`config.mk`:
```
export PLATFORM = sky130hd
export DESIGN_NAME = rv_if_ctrl
export DESIGN_NICKNAME = d
export VERILOG_FILES = /design/src/rtl/rv_if_ctrl_pkg.sv /design/src/rtl/rv_sat_cnt.sv /design/src/rtl/rv_if_ctrl.sv
export SDC_FILE = /design/constraint.sdc
export NUM_CORES = 1
export LEC_CHECK = 0
export ABC_AREA = 1
export CORE_MARGIN = 2
export CORE_UTILIZATION = 58
export CTS_CLUSTER_DIAMETER = 60
export CTS_CLUSTER_SIZE = 24
export DETAILED_ROUTE_END_ITERATION = 10
export PLACE_DENSITY = 0.86
export SLEW_MARGIN = 30
export SYNTH_ARGS = -nofsm -noshare
export SYNTH_HDL_FRONTEND = slang
export SYNTH_SLANG_ARGS = --single-unit
```
`constraint.sdc`:
```
create_clock -name clk -period 3.3 [get_ports clk]
set_clock_uncertainty 0.05 [all_clocks]
set_input_delay 0.66 -clock clk [delete_from_list [all_inputs] [get_ports clk]]
set_output_delay 0.66 -clock clk [all_outputs]
set_load 0.02 [all_outputs]
```
`src/rtl/rv_if_ctrl_pkg.sv`:
```
// Shared types for the instruction-fetch controller, plus the flop macro
// every register in this slice is built from.
`ifndef RV_DFF_MACROS_SV
`define RV_DFF_MACROS_SV
`define RV_DFF_R(q, d, rst_val, clk, rst) \
   always_ff @(posedge clk) begin \
      if (rst) q <= rst_val; \
      else     q <= d; \
   end
`endif

package rv_if_ctrl_pkg;

   typedef struct packed {
      logic ready_Q100H;
      logic ready_Q101H;
      logic sel_next_pc_alu_out_Q102H;
   } t_if_ctrl;

   typedef enum logic [1:0] {
      IF_START = 2'd0,
      IF_RUN   = 2'd1,
      IF_STALL = 2'd2,
      IF_FLUSH = 2'd3
   } t_if_ctrl_state;

   localparam int unsigned START_CNT_W = 4;

   function automatic logic fetch_active(input t_if_ctrl_state st);
      return (st != IF_START);
   endfunction

endpackage

```
`src/rtl/rv_sat_cnt.sv`:
```
// Saturating up-counter with synchronous clear; sticks at all-ones.
module rv_sat_cnt #(
   parameter int unsigned W = 16
) (
   input  logic         clk,
   input  logic         clr,
   input  logic         inc,
   output logic [W-1:0] cnt
);

   logic [W-1:0] cnt_r;
   logic [W-1:0] cnt_nxt_s;

   // next count: step by one unless already saturated
   always_comb begin
      cnt_nxt_s = cnt_r;
      if (inc && (cnt_r != {W{1'b1}})) begin
         cnt_nxt_s = cnt_r + W'(1'b1);
      end else begin
         cnt_nxt_s = cnt_r;
      end
   end

   // count register
   `RV_DFF_R(cnt_r, cnt_nxt_s, {W{1'b0}}, clk, clr)

   assign cnt = cnt_r;

endmodule

```
`src/rtl/rv_if_ctrl.sv`:
```
// Fetch-stage controller: start-up hold-off, stall/redirect sequencing,
// Q101H validity tracking and stall/flush performance counters.
module rv_if_ctrl
   import rv_if_ctrl_pkg::*;
#(
   parameter int unsigned CNT_W     = 16,
   parameter int unsigned START_CYC = 1
) (
   input  logic             clk,
   input  logic             rst,
   input  logic             redirect_Q102H,
   input  logic             hold_Q102H,
   input  logic             imem_ready,
   output t_if_ctrl         ctrl,
   output logic             flush_Q101H,
   output logic             flush_Q102H,
   output logic             valid_Q101H,
   output logic [CNT_W-1:0] stall_cnt,
   output logic [CNT_W-1:0] flush_cnt
);

   localparam logic [START_CNT_W-1:0] START_LAST = START_CNT_W'(START_CYC - 1);

   t_if_ctrl_state         state_r, state_nxt_s;
   logic [START_CNT_W-1:0] start_cnt_r, start_cnt_nxt_s;
   logic                   valid_r, valid_nxt_s;
   logic                   active_s, sel_s, ready_s, stall_inc_s;
   logic [CNT_W-1:0]       stall_cnt_s, flush_cnt_s;

   // redirect wins over hold/imem_ready; everything is forced low under reset
   always_comb begin
      active_s    = ~rst & fetch_active(state_r);
      sel_s       = active_s & redirect_Q102H;
      ready_s     = sel_s | (active_s & ~hold_Q102H & imem_ready);
      stall_inc_s = active_s & ((state_r == IF_RUN) || (state_r == IF_STALL))
                    & ~ready_s & ~redirect_Q102H;
      if (ready_s) begin
         valid_nxt_s = active_s & ~sel_s;
      end else begin
         valid_nxt_s = valid_r;
      end
   end

   // state sequencing; redirects are not honoured until START has elapsed
   always_comb begin
      state_nxt_s     = state_r;
      start_cnt_nxt_s = start_cnt_r;
      case (state_r)
         IF_START: begin
            if (start_cnt_r == START_LAST) begin
               state_nxt_s = IF_RUN;
            end else begin
               start_cnt_nxt_s = start_cnt_r + 4'd1;
            end
         end
         IF_RUN: begin
            if (redirect_Q102H)                      state_nxt_s = IF_FLUSH;
            else if (hold_Q102H || !imem_ready)      state_nxt_s = IF_STALL;
            else                                     state_nxt_s = IF_RUN;
         end
         IF_STALL: begin
            if (redirect_Q102H)                      state_nxt_s = IF_FLUSH;
            else if (!hold_Q102H && imem_ready)      state_nxt_s = IF_RUN;
            else                                     state_nxt_s = IF_STALL;
         end
         IF_FLUSH: begin
            if (redirect_Q102H)                      state_nxt_s = IF_FLUSH;
            else                                     state_nxt_s = IF_RUN;
         end
         default: begin
            state_nxt_s     = IF_START;
            start_cnt_nxt_s = 4'd0;
         end
      endcase
   end

   // FSM state register
   `RV_DFF_R(state_r, state_nxt_s, IF_START, clk, rst)

   // start-up hold-off counter
   `RV_DFF_R(start_cnt_r, start_cnt_nxt_s, 4'd0, clk, rst)

   // Q101H validity register
   `RV_DFF_R(valid_r, valid_nxt_s, 1'b0, clk, rst)

   rv_sat_cnt #(.W(CNT_W)) u_stall_cnt (
      .clk (clk),
      .clr (rst),
      .inc (stall_inc_s),
      .cnt (stall_cnt_s)
   );

   rv_sat_cnt #(.W(CNT_W)) u_flush_cnt (
      .clk (clk),
      .clr (rst),
      .inc (sel_s),
      .cnt (flush_cnt_s)
   );

   assign ctrl.ready_Q100H               = ready_s;
   assign ctrl.ready_Q101H               = ready_s;
   assign ctrl.sel_next_pc_alu_out_Q102H = sel_s;
   assign flush_Q101H                    = sel_s;
   assign flush_Q102H                    = sel_s;
   assign valid_Q101H                    = ~rst & valid_r;
   assign stall_cnt                      = stall_cnt_s & {CNT_W{~rst}};
   assign flush_cnt                      = flush_cnt_s & {CNT_W{~rst}};

endmodule

```
==> flow_summary.ini <==
[worst_setup_path]
crit_arrival_ns = 2.17
critPathCaptureType = output port
crit_family = buffers and inverters
worstPathRequired_ns = 2.59
slowest_stage = clkdlybuf4s50_1
critical_path.max_stage_delay_ns = 0.62
path_common_cell = nor2_1
cp_max_fo = 3
path_class = in2out
rrSetupSlack_ns = 1.30
worstRegToRegCells = 10
r2r_start = state_r[0]
start_kind = primary input
critPathBufInv = 3
path_cells = clkdlybuf4s50_1 -> inv_1 -> nor2_1 -> nor2_1 -> nor2_1 -> clkdlybuf4s50_1
r2r_end = u_flush_cnt.cnt[14]

[routing]
wl_per_cell_um = 11.0
num_vias = 2584
drc = 0
drtIter0Drc = 236
detail-route-antenna-nets = 0
dr.pass1.iters = 4
via_per_inst = 5.10
drt_wl_total_um = 5560

[sta]
setup_viol = 0
timing.final.crit_share_pct = 87.3
worstMarginPinSlew_ns = 0.503
fmax_ghz = 0.347
finalHoldViolCount = 0
setup_tns_ns = 0
max_slew_margin_pct = 66.5
fin_ws_ns = 0.419
rsz0062_at_grt = false
slew_violations = 0
period_minus_slack_ns = 2.88

[die]
die_h_um = 70.6
ioPinCount = 43
dieArea_um2 = 4980
fp.dieW_um = 70.6
fp.coreArea_um2 = 4320
core.rowCount = 24
start_util_pct = 59.5

[yosys]
synth_fp_nets = 432
yosysWarnings = 0
synthDistinctLibCells = 25
yosysSeqAreaShare_pct = 30.4
netlist_area_um2 = 2570
synth_cells = 419
synth_seq_cells = 39
syn_area_per_cell_um2 = 6.14

[global_route]
grt.overflow.total = 0
antenna_found_initial = 0
grt_pass1_wl_um = 9650
grt_pass1_vias = 2298
track_usage_pct = 23.4
grt_start_max_net_pins = 33

[layout]
area_growth_pct = 18.0
layout-drive-gt1-share_pct = 4.84
diodes = 0
fin_cells = 507
nFillCells = 404
most-common-layout-cells = nand2_1 (102), nor2_1 (94), inv_1 (56)
final_common_cell = nand2_1
stdcell_area_um2 = 3040
final_net_count = 467

[cts]
postCtsSetupBuffers = 0
cts.clk_slew.worst_paths_ns = 0.07
cts_buffer_depth = 2
cts_resized = 0
cts.htree.levels = 2
cts_sinks = 39
clock_tree.root_cell = clkbuf_8
tritoncts = yes
worstSkewPairLatency_ns = 0.29
cts_inserted_buffers = 5
postCtsHoldBufs = 0

[placed_design]
port_buffers = 42
placedInstanceArea_um2 = 2960
place.detailed.hpwl_um = 3980
finalWeightedCongestion = 0.858
pre_cts_ws_ns = 0.437
placed_cells = 499

[power_and_ir_drop]
leakage_nw = 1.13
ir_worst_vdd_mv = 0.298
power.density_nw_per_um2 = 294

[outcome]
outcome = complete, no violations

[hold_path]
holdPathEnd = start_cnt_r[1]
hold_depth = 2
hp-class = reg2reg
worstHoldStart = start_cnt_r[1]

[run]
maxCapViolations = 0
-- Yosys cell counts, drive strengths merged --
cell type / count / area (um2)
nand4: 8 / 50.1
o32ai: 1 / 8.76
xor2: 12 / 105
clkbuf: 6 / 22.5
ha: 8 / 100
o21ai: 12 / 63.8
inv: 58 / 218
a21oi: 29 / 149
nand3: 27 / 135
nor3: 1 / 5.00
dfxtp: 39 / 781
nand2: 103 / 389
nor2: 100 / 419
nand3b: 2 / 15.0
buf: 11 / 97.6
a211oi: 1 / 7.51
or2: 1 / 6.26
-- cell families after synthesis --
family / count (synthesis) / share of synthesized area (%)
compound gates: 43 / 8.90
xor+xnor: 12 / 4.09
fa+ha+maj: 8 / 3.89
buf+inv: 75 / 13.1
flops: 39 / 30.4
simple gates: 242 / 39.6
-- registers in the layout, summed over array words and instances (netlist names) --
register,cells
u_flush_cnt.cnt,16
u_stall_cnt.cnt,16
start_cnt_r,4
state_r,2
valid_r,1
-- where the power goes --
| group | leakage, nW | switching [mW] | internal (mW) |
|---|---|---|---|
| Clock | 0.0422 | 0.167 | 0.148 |
| Combinational | 0.772 | 0.0616 | 0.0330 |
| Sequential | 0.315 | 0.00652 | 0.476 |
-- stage by stage --
stage	total power [mW]	hold WS (ns)	utilization, %
after floorplan	0.563	0.408	-
after global placement	0.583	0.434	68.3
after detailed placement	0.586	0.442	68.3
after CTS	0.900	0.454	70.2
after global routing	0.925	0.487	70.2
final	0.892	0.454	70.2
-- tightest hold or removal path, cell delays in order (launching register included) --
cell	delay, ns
dfxtp_1	0.33
inv_1	0.07
a21oi_1	0.06
-- routing by layer --
metal  vias up  routed length, um  global-route usage [%]
met5         -                  0                       0
met3         6                267                    5.98
met1      1152               2700                    30.7
li1       1360                  -                       -
met4         0                 58                    7.55
met2        66               2530                    38.2
-- area by class of cell --
class                           instances  area [um2]  area share, %
Clock buffer                            7        76.3           2.51
Multi-Input combinational cell        305        1450           47.9
Inverter                               58         218           7.17
Timing Repair Buffer                   45         438           14.4
Sequential cell                        39         781           25.7
Tap cell                               52        65.1           2.14
Clock inverter                          1        5.00          0.165
-- worst max-delay path by stage --
stage | start | to | slack (ns) | depth (start not counted)
floorplan | rst | ctrl[0] | 1.30 | 5
global placement | redirect_Q102H | flush_Q101H | 0.46 | 4
detailed placement | imem_ready | ctrl[2] | 0.44 | 6
CTS | imem_ready | ctrl[2] | 0.43 | 6
global route | imem_ready | ctrl[2] | 0.35 | 6
finish | imem_ready | ctrl[2] | 0.42 | 6
No activity file was read; power rests on OpenSTA's default activity.
